$ cat src/rtl/bcd6_to_bin_pkg.sv
// bcd6_to_bin_pkg: shared widths and FSM encoding for the 6-digit BCD to binary converter.
package bcd6_to_bin_pkg;
    localparam int NUM_DIGITS = 6;
    localparam int DIGIT_W    = 4;
    localparam int BIN_W      = 20;
    localparam int CNT_W      = 3;
    localparam int VEC_W      = NUM_DIGITS * DIGIT_W;
    localparam logic [1:0] S_IDLE = 2'd0;
    localparam logic [1:0] S_CONV = 2'd1;
    localparam logic [1:0] S_DONE = 2'd2;
endpackage

$ cat src/rtl/bcd6_to_bin_mac10.sv
// bcd_mac10: combinational acc*10 + digit (acc, digit in; result out).
module bcd_mac10
    import bcd6_to_bin_pkg::*;
(
    input  logic [BIN_W-1:0]   acc,
    input  logic [DIGIT_W-1:0] digit,
    output logic [BIN_W-1:0]   result
);
    // 999999 fits in 20 bits, so truncation of the shifts never loses a valid result
    assign result = (acc << 3) + (acc << 1) + BIN_W'(digit);
endmodule

$ cat src/rtl/bcd6_to_bin.sv
// bcd6_to_bin: sequential 6-digit BCD to 20-bit binary converter
// (clk, ar async reset, start, bcd5..bcd0 digits in; bin, busy, done, err out).
module bcd6_to_bin
    import bcd6_to_bin_pkg::*;
(
    input  logic               clk,
    input  logic               ar,
    input  logic               start,
    input  logic [DIGIT_W-1:0] bcd5,
    input  logic [DIGIT_W-1:0] bcd4,
    input  logic [DIGIT_W-1:0] bcd3,
    input  logic [DIGIT_W-1:0] bcd2,
    input  logic [DIGIT_W-1:0] bcd1,
    input  logic [DIGIT_W-1:0] bcd0,
    output logic [BIN_W-1:0]   bin,
    output logic               busy,
    output logic               done,
    output logic               err
);
    logic [1:0]       state;
    logic [VEC_W-1:0] digits;
    logic [VEC_W-1:0] vec;
    logic [BIN_W-1:0] acc;
    logic [BIN_W-1:0] mac;
    logic [CNT_W-1:0] cnt;
    logic             bad;

    assign digits = {bcd5, bcd4, bcd3, bcd2, bcd1, bcd0};
    assign busy   = state == S_CONV;
    assign done   = state == S_DONE;

    always_comb begin
        bad = 1'b0;
        for (int i = 0; i < NUM_DIGITS; i++)
            bad = bad | (digits[i*DIGIT_W +: DIGIT_W] > 4'd9);
    end

    // most significant captured digit is always at the top of vec
    bcd_mac10 u_mac (
        .acc    (acc),
        .digit  (vec[VEC_W-1 -: DIGIT_W]),
        .result (mac)
    );

    always_ff @(posedge clk or posedge ar) begin
        if (ar) begin
            state <= S_IDLE;
            vec   <= '0;
            acc   <= '0;
            cnt   <= '0;
            bin   <= '0;
            err   <= 1'b0;
        end else begin
            case (state)
                S_IDLE: begin
                    if (start) begin
                        if (bad) begin
                            err   <= 1'b1;
                            state <= S_DONE;
                        end else begin
                            vec   <= digits;
                            acc   <= '0;
                            cnt   <= '0;
                            err   <= 1'b0;
                            state <= S_CONV;
                        end
                    end
                end
                S_CONV: begin
                    acc <= mac;
                    vec <= vec << DIGIT_W;
                    cnt <= cnt + 1'b1;
                    if (cnt == CNT_W'(NUM_DIGITS - 1)) begin
                        bin   <= mac;
                        state <= S_DONE;
                    end
                end
                default: state <= S_IDLE;
            endcase
        end
    end
endmodule

$ cat config.mk
export PLATFORM = sky130hd
export DESIGN_NAME = bcd6_to_bin
export DESIGN_NICKNAME = d
export VERILOG_FILES = /design/src/rtl/bcd6_to_bin_pkg.sv /design/src/rtl/bcd6_to_bin_mac10.sv /design/src/rtl/bcd6_to_bin.sv
export SDC_FILE = /design/constraint.sdc
export NUM_CORES = 1
export LEC_CHECK = 0
export BUFFER_PORTS_ARGS = -buffer_cell sky130_fd_sc_hd__clkbuf_2
export CAP_MARGIN = 10
export CORE_MARGIN = 2
export CORE_UTILIZATION = 30
export CTS_CLUSTER_DIAMETER = 80
export DETAILED_ROUTE_END_ITERATION = 7
export HOLD_SLACK_MARGIN = 0.06
export MAX_ROUTING_LAYER = met4
export PLACE_DENSITY = 0.44
export SLEW_MARGIN = 20
export SYNTH_ARGS = -nofsm -noshare
export SYNTH_HDL_FRONTEND = slang
export SYNTH_SLANG_ARGS = --single-unit
export TNS_END_PERCENT = 10
$ cat constraint.sdc
create_clock -name clk -period 6.4 [get_ports clk]
set_input_delay 1.92 -clock clk [delete_from_list [all_inputs] [get_ports clk]]
set_output_delay 1.92 -clock clk [all_outputs]
set_load 0.02 [all_outputs]
### After elaboration in Yosys (flattened, before gate mapping)

Index checks and enable logic that the tools add are counted.

| cells by class | value |
|---|---|
| $add $sub $neg | 3 |
| $lt $le $gt $ge | 6 |
| eq/ne operators | 6 |
| multiplexer cells | 14 |
| bitwise logic cells | 5 |
| reduce and logical (&&, ||, !) cells | 6 |

Operator list:

| kind | number |
|---|---|
| 2-to-1 mux 24 bit | 2 |
| case mux 24 bit (2 select lines) | 1 |
| 2-to-1 mux 19 bit | 2 |
| case mux 19 bit (2 select lines) | 1 |
| greater-than comparator 4 bit (second input constant) | 6 |
| adder 20 bit | 1 |
| adder 20 x 4 -> 20 bit | 1 |
| 2-to-1 mux 2 bit | 3 |
| 2-to-1 mux 3 bit | 2 |
| case mux 3 bit (2 select lines) | 1 |
| AND reduction 2 bit | 3 |
| OR 1 bit | 5 |
| inequality test 2 bit (second input constant) | 2 |
| case mux 2 bit (2 select lines) | 1 |
| adder 3 x 1 -> 3 bit (second input constant) | 1 |
| == test 3 bit (second input constant) | 1 |
| AND reduction 3 bit | 1 |
| == test 2 x 1 -> 1 bit (second input constant) | 1 |
| == test 2 bit (second input constant) | 1 |
| zero test 2 bit | 1 |
| inequality test 2 x 1 -> 1 bit (second input constant) | 1 |
| nonzero test 2 bit | 1 |
| 2-to-1 mux 1 bit | 1 |

| storage, ports and cells | value |
|---|---|
| register bits | 69 |
| input port bits | 27 |
| output and inout port bits | 23 |
| word-level logic and storage cells | 46 |

### Longest topological paths before layout

Gate-level depths: netlist (run 1).

| logic depth | value |
|---|---|
| depth in word-level cells | 9 |
| mapped depth | 9 |
| depth with buffers taken out | 9 |

### Cells and area by module

From an unflattened synthesis (run 1), not the netlist that was laid out.

| unflattened totals | value |
|---|---|
| cell total of the unflattened synthesis | 402 |
| area total of the unflattened synthesis | 4087.7 sq um |

By module, submodules not included:

| module | times used | cells an instance | area each (sq um) |
|---|---|---|---|
| bcd6_to_bin | 1 | 271 | 2974.1 |
| bcd_mac10 | 1 | 131 | 1113.6 |

### Least setup slack after synthesis (run 1)

OpenSTA, ideal clock, no wires.

| timing path | value |
|---|---|
| path type | input-to-reg |
| start | input port bcd1[2] |
| end | register vec[20] |
| setup time | 127 ps |
| arrival | 3258 ps |
| data required time | 6273 ps |
| slack | 3015 ps |
| stages on the path | 7 |
| path buffers | 2 |
| cell sequence | o21ai_0 > nand2_1 > o41a_1 > clkbuf_1 > clkbuf_1 > a222oi_1 > inv_1 |

| between the ends | value |
|---|---|
| longest elaborated chain between the ends | 8 |

Ends and longest elaborated chain:

| what | RTL line | source |
|---|---|---|
| from (decl) | bcd6_to_bin.sv:13 | `input logic [DIGIT_W-1:0] bcd1,` |
| greater-than comparator 4 bit | bcd6_to_bin.sv:35 | `bad = bad \| (digits[i*DIGIT_W +: DIGIT_W] > 4'd9);` |
| OR 1 bit (5 in series) | bcd6_to_bin.sv:35 |  |
| inequality test 2 bit (no line) | -- |  |
| AND reduction 3 bit (no line) | -- |  |
| to (signal assigned) | bcd6_to_bin.sv:61 | `vec <= digits;` |
| to (signal assigned) | bcd6_to_bin.sv:71 | `vec <= vec << DIGIT_W;` |
| to (decl) | bcd6_to_bin.sv:22 | `logic [VEC_W-1:0] vec;` |

Every way passes these cells.
A chain may end at the register's enable or synchronous reset.

### Worst setup path after layout (run 1)

| timing path | value |
|---|---|
| start | input port bcd5[2] |
| end | register cnt[2] |

| between the ends | value |
|---|---|
| longest elaborated chain between the ends | 4 |

Ends and longest elaborated chain:

| what | RTL line | source |
|---|---|---|
| from (decl) | bcd6_to_bin.sv:9 | `input logic [DIGIT_W-1:0] bcd5,` |
| greater-than comparator 4 bit | bcd6_to_bin.sv:35 |  |
| OR 1 bit | bcd6_to_bin.sv:35 |  |
| inequality test 2 bit (no line) | -- |  |
| AND reduction 3 bit (no line) | -- |  |
| to (signal assigned) | bcd6_to_bin.sv:72 | `cnt <= cnt + 1'b1;` |
| to (decl) | bcd6_to_bin.sv:25 | `logic [CNT_W-1:0] cnt;` |

Every way passes these cells.

==> metrics, run 1 <==
top-area cell type share of the netlist area=0.437; Setup crit start=bcd5[2]; Yosys reg bits=69; met3 WL=384 µm; Worst EP arrival=4.03 ns; Hold Fails Final Rpt=0; achievable frequency=0.266 GHz; count of input and output buffers=49; Clock power frac=0.231; Residual DRC=0; Register Area=0.00173 mm²; worst r2r dst=bin[19]; internal power=0.00130 W; DR vias=~3200; switch share=0.404; final hold slack=between 0.4 and 0.5 ns; CTS H-Tree Depth=3; Post-Syn Area per Cell=9.71 µm²; die width=~120 µm; fill count=1363; Logic pwr share=0.440; most frequent cells in the layout=dfrtp_1 (69), nand2_1 (62), clkbuf_2 (49); final worst-path setup slack=roughly 2.6 ns; CTS Buf Count=9; grt ovf=0; clock sink count=69; Worst slew margin=0.346; DR pass1 iterations=6; commonest non-fill, non-tap cell in the layout=dfrtp_1; RSZ-0062 raised after global routing=no; Mapped Cells=407; clk slew on worst S/H paths=approximately 0.06 ns; maximum capacitance violations=0; # rows=41; final cell count without fillers=626; Root Buffer=clkbuf_16; Setup violations, final=0; Max Transition Viols Final=0; type of the worst min-delay path=reg2reg; crit-path max FO=52; buffer depth of the longest clock path=2; total routed wirelength=9.80 mm; Sw Pwr=0.000881 W; GRT Total Usage=0.155; Placer Congestion=0.782; met2 routed WL=approximately 4.6 mm; core region area=about 0.013 mm²; final worst-path cycle share=0.588; CP endpoint kind=flop; die area=0.0141 mm²; # IOs=50; largest net degree at the start of global routing=70; top cells by area, synth=dfrtp_1 (44%), ha_1 (11%), nand2_1 (5.9%); CTS tree=built; area grow syn2layout=18.2%; first-pass GRT wire length=about 17 mm; Netlist Area Pre-Place=0.00395 mm²; clk_lat worst skew=0.34 ns; met1 wire length=4.65 mm; type of origin of the critical path=primary input; Least-Margin Pin Slew=0.981 ns; post_cts resized=0; Initial Util=0.311; Seq/Total Area, Yosys=0.437; Async S/R FF share, synth=1.00; top layer in use=met4; total chip power=roughly 0.0022 W; status=finished, final reports clean; diode count=0; hold buffers post-CTS=0; syn_nets=472; Lkg Pwr=2.36 nW; Die Span Y=119 µm; Setup WS pre-CTS=between 2 and 2.5 ns; number of global-route vias before repair=between 3000 and 4000; power per cell area=467 mW/mm²; Netlist cell types=48; Post-synth EDFFs=0; Starting DRT DRC Count=roughly 140; HPWL after detailed placement=6.99 mm; area of the multi-input gates=0.00205 mm²; area leader, netlist=dfrtp_1; initial antenna violation count=0; placed instance count=610; VDD IR max=166 µV; FF-to-FF Start=acc[0]; Reg2Reg Depth=9; Synth warnings=0; Seq pwr share=0.329; total negative slack=0 ns; Post-CTS Setup Bufs=0; R2R Setup Slk=3.55 ns; DR WL/cell=approximately 16 µm; layout cells sized above 1=0.165; kind of critical path=in2reg; Vias/cell=around 5.1; main flop type after synthesis=dfrtp_1; Nets=a little over 500; Worst setup endpoint=cnt[2]; Worst EP required=6.67 ns; Min Clock Period, post-route=3.76 ns; clock skew=between 0.009 and 0.01 ns; post-route ant nets=0
[metrics by stage]
| step | utilization | cell area, µm² |
|---|---|---|
| after floorplan | - | 3950 |
| after global placement | 0.343 | 4360 |
| after detailed placement | 0.343 | 4360 |
| after CTS | 0.366 | 4660 |
| after global routing | 0.367 | 4670 |
| final | 0.367 | 4670 |
[state kept, by name (all words and copies together), names as in the netlist]
| name | cells |
|---|---|
| acc | 19 |
| cnt | 3 |
| bin | 20 |
| vec | 24 |
| err | 1 |
| state | 2 |
[synth_stat cells, types with 2 or more instances]
| library cell | instances |
|---|---|
| and2_1 | 4 |
| dfrtp_1 | 69 |
| a221o_1 | 2 |
| o31a_1 | 2 |
| or3_1 | 4 |
| clkbuf_1 | 20 |
| and3_1 | 3 |
| a22o_1 | 7 |
| a211o_1 | 3 |
| a32o_1 | 3 |
| a21o_1 | 9 |
| a211oi_1 | 4 |
| a222oi_1 | 15 |
| o31ai_1 | 4 |
| o21a_1 | 8 |
| nand4_1 | 5 |
| xor2_1 | 4 |
| a21oi_1 | 16 |
| a31o_2 | 3 |
| nand2b_1 | 4 |
| nor2_1 | 10 |
| inv_1 | 25 |
| ha_1 | 36 |
| fa_1 | 2 |
| nand4b_1 | 4 |
| o21ai_0 | 40 |
| o21bai_1 | 2 |
| xnor2_1 | 6 |
| mux2i_1 | 6 |
| nand3_1 | 8 |
| nand2_1 | 62 |
[metal layers]
metal / GRT usage / up-vias
met5: - / -
met4: 0.0469 / 0
met3: 0.0352 / 10
met2: 0.251 / 65
met1: 0.194 / 1532
li1: - / 1573
[logic make-up (layout without fill, tap and decap cells)]
| kind of cell | count (synthesis) | in the layout | synth area share |
|---|---|---|---|
| flip-flops | 69 | 69 | 0.437 |
| XOR/XNOR | 10 | 10 | 0.0222 |
| buffers and inverters | 48 | 95 | 0.0478 |
| adder cells (fa/ha/maj) | 38 | 38 | 0.124 |
| multiplexers | 6 | 6 | 0.0152 |
| AO/OA/AOI/OAI | 125 | 125 | 0.221 |
| AND/OR/NAND/NOR | 111 | 111 | 0.132 |
[worst min path at each step]
stage	startpoint	endpoint	slack, ns	cells past startpoint
5_1_grt	bin[5]	bin[5]	0.51	2
6_report	bin[11]	bin[11]	0.47	2
4_1_cts	bin[0]	bin[0]	0.48	2
2_1_floorplan	vec[19]	vec[19]	0.45	2
3_3_place_gp	vec[16]	vec[20]	0.46	2
3_5_place_dp	bin[0]	bin[0]	0.46	2
[worst max-delay path, cell delays in order]
cell      delay (ns)
clkbuf_2        0.10
o21ai_0         0.30
nand2_1         0.19
o41a_2          0.90
or3_1           0.46
a21oi_1         0.16
[area by class of cell]
cell class | count | area share
inverter | 26 | 0.0209
timing repair buffer | 53 | 0.0589
clock buffer | 11 | 0.0520
clock inverter | 5 | 0.0129
multi-input combinational | 290 | 0.439
tap | 172 | 0.0461
sequential | 69 | 0.370
[power groups by stage]
stage	Clock [W]	Sequential [W]	Combinational, W
6_report	0.000504	0.000717	0.000959
2_1_floorplan	0	0.000729	0.000713
3_3_place_gp	0	0.000725	0.000960
3_5_place_dp	0	0.000725	0.000969
5_1_grt	0.000538	0.000739	0.00110
4_1_cts	0.000520	0.000719	0.000970
Power figures use the tool's default switching activity.
==> inputs of run 2 (changes only) <==
ABC_AREA = 1   (was not set)
clock period = 3.65 ns   (was 6.4 ns; I/O delays follow)
==> run 2 against run 1 <==
Count of clock-buffer cells in the layout decreased by 1; total power rose by 84%; via count is 15% higher; sequential power grew 79%; cell area up 5.7%; critical path depth rose by 5; critical endpoint is now acc[18]; largest power group unchanged.
==> metrics, run 2 <==
status=finished, final reports clean; diode count=0; Setup violations, final=0; met3 Resource Use GR=0.0307; die area=about 0.015 mm²; power per cell area=813 mW/mm²; fin area=0.00493 mm²; VDD IR max=213 µV; most frequent cells in the layout=nand2_1 (210), dfrtp_1 (69), nand3_1 (68); hold buffers post-CTS=0; HPWL after detailed placement=7.54 mm; total chip power=around 0.004 W; RSZ-0062 raised after global routing=no; top cells by area, synth=dfrtp_1 (41%), nand2_1 (19%), ha_1 (11%); core region area=0.0138 mm²; GRT busiest layer=met2; Worst EP required=3.88 ns; slowest CP cell=fa_1; Post-synth EDFFs=0; # rows=43; area grow syn2layout=16.5%; Worst Hold End=bin[2]; CTS Buf Count=9; hold_sp=bin[2]; Hold Fails Final Rpt=0; Final Util=0.357; type of the worst min-delay path=reg2reg; largest net degree at the start of global routing=70; Placer Congestion=0.826; met2 Track Usage GR=0.260; Netlist Area Pre-Place=0.00424 mm²; Netlist cell types=31; Async S/R FF share, synth=1.00; Worst slew margin=0.384; top-area cell type share of the netlist area=0.408; Starting DRT DRC Count=132; Max Transition Viols Final=0; Seq/Total Area, Yosys=0.408; Root Buffer=clkbuf_16; Initial Util=0.306; clk_lat worst skew=0.35 ns; R2R Setup Slk=1.06 ns; layout cells sized above 1=0.145; most frequent cell after synthesis=nand2_1; Post-CTS Setup Bufs=0; first-pass GRT wire length=~19 mm; buffer depth of the longest clock path=2; number of global-route vias before repair=3837; area leader, netlist=dfrtp_1; total routed wirelength=10.8 mm; # IOs=50; Hold Path Cell Cnt=2; CTS tree=built; CTS H-Tree Depth=3; Reg2Reg Depth=11; Post-Syn Area per Cell=7.73 µm²; met1 GRT Util=0.207; worst r2r dst=acc[18]; placed instance area=0.00463 mm²; post-route ant nets=0; clk slew on worst S/H paths=0.06 ns; achievable frequency=between 0.3 and 0.4 GHz; crit-path max FO=4; type of origin of the critical path=flop; final worst-path setup slack=1.06 ns; final worst-path cycle share=0.709; Yosys reg bits=69; grt ovf=0; Mapped Cells=548; Vias/cell=4.69; crit-path cells=inv_1, fa_1, fa_1, o21ai_0, nand2_1, nand2_1, nand2_1, nand2_1, nand2_1, nand3_1, nand2_1; syn_nets=a little over 600; max incr delay on CP=0.53 ns; GRT Total Usage=0.166; Residual DRC=0; Top cell by count, worst path=nand2_1; Regs by FF count=vec x24, bin x20, acc x19; CP endpoint kind=flop; Worst EP arrival=2.82 ns; clock sink count=69; total negative slack=0 ns; Min Clock Period, post-route=~2.6 ns; kind of critical path=reg2reg; Setup WS pre-CTS=roughly 1.1 ns; post_cts resized=0; Synth warnings=0; commonest non-fill, non-tap cell in the layout=nand2_1; DR vias=3657; count of input and output buffers=49; main flop type after synthesis=dfrtp_1; most instantiated cells after synthesis=nand2_1 (210), dfrtp_1 (69), nand3_1 (68); FF-to-FF Start=acc[0]; largest register by flop count=vec; Lkg Pwr=2.74 nW; max reg flops=24; DR pass1 iterations=4; clock skew=0.00769 ns; initial antenna violation count=0; die width=123 µm; maximum capacitance violations=0; DR WL/cell=13.9 µm; Nets=660; worst path bufs/invs=1; Least-Margin Pin Slew=0.924 ns; CP delay by family, top=adder cells; Die Span Y=roughly 120 µm
run 2: changes by cell type in the layout (fill, tap and decap cells not counted), moves of 8 or more:
cell      previous run  this run
nand2_1             62       210
inv_1               24        38
nand3b_1             0        11
nor2_1              10        26
a222oi_1            15         0
a21o_1               9         1
nand3_1              8        68
o21ai_0             40        19
run 2: worst max path at each step:
stage	from	end	slack, ns	cells past startpoint
detailed placement	acc[0]	acc[18]	1.06	11
floorplan	ar	acc[0]	0.82	1
global route	acc[2]	bin[14]	0.84	11
global placement	acc[0]	bin[18]	1.10	11
finish	acc[0]	acc[18]	1.06	11
CTS	acc[0]	acc[18]	1.05	11
run 2: cell families (layout without fill, tap and decap cells):
family	after synthesis	in the layout	synth area share
simple gates	333	333	0.346
flops	69	69	0.408
buf+inv	59	111	0.0641
compound gates	42	42	0.0520
fa+ha+maj	38	38	0.116
xor+xnor	7	7	0.0145
run 2: where the power goes:
| group | total, W | internal (W) | switching (W) |
|---|---|---|---|
| registers | 0.00128 | 0.00107 | 0.000207 |
| clock network | 0.000899 | 0.000545 | 0.000354 |
| logic | 0.00183 | 0.000704 | 0.00113 |
| total | 0.00401 | 0.00232 | 0.00169 |
run 2: area by class of cell:
type	instances	area (µm²)
fillers	1497	8890
multi-input cells	420	2240
flip-flops and latches	69	1730
repair buffers	55	290
clock buffers	10	239
well taps	180	225
inverters	40	150
clock inverters	6	62.6
run 2: worst min-delay path, stage by stage (launching register included):
cell and delay, ns:
dfrtp_1 0.34, nand2_1 0.05, nand2_1 0.05
run 2: layer usage:
metal / routed length (µm) / up-vias
li1: - / 1870
met1: 5130 / 1690
met2: 4940 / 75
met3: 451 / 22
met4: 303 / 0
met5: 0 / -
run 2: metrics by stage:
| stage | std cells | hold WS (ns) |
|---|---|---|
| floorplan | 548 | 0.466 |
| detailed placement | 764 | 0.462 |
| CTS | 780 | 0.476 |
| global placement | 764 | 0.458 |
| finish | 780 | 0.471 |
| global route | 780 | 0.498 |
==> inputs of run 3 (changes only) <==
clock period = 2.4 ns   (was 3.65 ns; I/O delays follow)
==> run 3 against run 2 <==
Fmax is 16% higher; register-to-register slack worse by 0.89 ns; critical path depth decreased by 1; count of clock-buffer cells in the layout decreased by 1; cell count up 1.7%; worst setup slack got worse by 0.89 ns; first-iteration DRC count increased by 23%; total power grew 60%; clock skew hardly changed; utilization grew 1.2 points; critical path type unchanged.
==> metrics, run 3 (synthesized netlist as in run 2, its figures left out) <==
most frequent cells in the layout=nand2_1 (206), dfrtp_1 (69), nand3_1 (67); die area=roughly 0.015 mm²; largest net degree at the start of global routing=between 40 and 50; Min Clock Period, post-route=roughly 2.2 ns; Reg2Reg Depth=10; Final Util=0.369; RSZ-0062 raised after global routing=no; count of input and output buffers=about 50; CTS H-Tree Depth=3; max incr delay on CP=0.41 ns; GRT Total Usage=0.165; number of global-route vias before repair=3865; clk slew on worst S/H paths=around 0.060 ns; type of the worst min-delay path=in2async; first-pass GRT wire length=18.7 mm; fill count=1474; grt ovf=0; Die Span Y=123 µm; Residual DRC=0; # rows=43; Worst EP arrival=2.46 ns; Vias/cell=4.61; Worst EP required=2.63 ns; crit-path cells=ha_1, ha_1, nand2_1, inv_1, a21oi_1, nor2_1, nor2_1, nand3b_1, nand3_1, nand2_1; DR WL/cell=13.8 µm; type of origin of the critical path=flop; Nets=673; final hold slack=0.453 ns; DR pass1 iterations=4; Root Buffer=clkbuf_16; clock sink count=69; Initial Util=0.306; # IOs=50; largest register by flop count=vec; die width=~120 µm; Regs by FF count=vec x24, bin x20, acc x19; final cell count without fillers=793; placed instance count=777; achievable frequency=0.449 GHz; Register Area=0.00173 mm²; Lkg Pwr=2.83 nW; hold buffers post-CTS=0; status=finished, final reports clean; Hold Fails Final Rpt=0; maximum capacitance violations=0; clock skew=approximately 0.008 ns; layout cells sized above 1=0.176; clk_lat worst skew=0.35 ns; diode count=0; kind of critical path=reg2reg; Starting DRT DRC Count=163; total routed wirelength=10.9 mm; VDD IR max=~320 µV; Setup violations, final=0; Post-CTS Setup Bufs=0; CP endpoint kind=flop; power per cell area=1260 mW/mm²; Max Transition Viols Final=0; Least-Margin Pin Slew=0.571 ns; CTS tree=built; area grow syn2layout=20.5%; Placer Congestion=0.920; DR vias=roughly 3700; slowest CP cell=dfrtp_1; commonest non-fill, non-tap cell in the layout=nand2_1; final worst-path cycle share=0.928; initial antenna violation count=0; Worst slew margin=0.619; HPWL after detailed placement=8.11 mm; post-route ant nets=0; max reg flops=24; core region area=0.0138 mm²; buffer depth of the longest clock path=2; crit-path max FO=5; CTS Buf Count=9; area of the multi-input gates=0.00226 mm²
-- run 3: changes by cell type in the layout (fill, tap and decap cells not counted), sizes merged --
| cell | change |
|---|---|
| buf | +13 |
| clkbuf | -1 |
| bufinv | +2 |
| clkinv | -1 |
-- run 3: worst max-delay path, delay by kind of cell, from the launching register on --
kind / cells / cell delay (ns)
simple gates: 6 / 0.69
fa+ha+maj: 2 / 0.67
flops: 1 / 0.41
compound gates: 1 / 0.31
buf+inv: 1 / 0.06
-- run 3: final cells by class --
type,instances,share of cell area
Inverter,40,0.0301
Clock buffer,9,0.0441
Clock inverter,7,0.0240
Multi-Input combinational cell,420,0.443
Tap cell,180,0.0441
Sequential cell,69,0.338
Timing Repair Buffer,68,0.0760
-- run 3: power breakdown --
| group | internal [W] | switching [W] |
|---|---|---|
| logic | 0.00115 | 0.00176 |
| registers | 0.00163 | 0.000319 |
| clock network | 0.00102 | 0.000542 |
| total | 0.00380 | 0.00262 |
-- run 3: path summary, 6_finish.rpt --
path	from	end	slack [ns]
worst min register to register	bin[1]	bin[1]	0.47
worst max register to register	acc[6]	bin[15]	0.17
worst min-delay path	ar	bin[0]	0.45
max in group asynchronous	ar	acc[14]	1.46
min in group clk	bin[1]	bin[1]	0.47
worst max-delay path	acc[6]	bin[15]	0.17
-- run 3: what timing repair did --
item / in CTS / in global routing
pin swaps: 0 / 2
endpoints found under the setup margin: 5 / 20
gates resized for setup: 2 / 7
-- run 3: metrics by stage --
stage / worst slack [ns] / power [W] / instance area [µm²] / setup TNS, ns
after global placement: 0.0195 / 0.00485 / 4730 / 0
after detailed placement: -0.00853 / 0.00488 / 4730 / -0.0158
after global routing: 0.00150 / 0.00706 / 5100 / 0
after floorplan: 0.156 / 0.00405 / 4240 / 0
after CTS: 0.0309 / 0.00649 / 5080 / 0
final: 0.172 / 0.00642 / 5100 / 0
-- run 3: layer usage --
layer  vias up  track usage  wire length [µm]
met3        12       0.0381               391
met2        60        0.265              5060
met1      1687        0.207              5290
li1       1895            -                 -
met4         0       0.0517               187
met5         -            -                 0
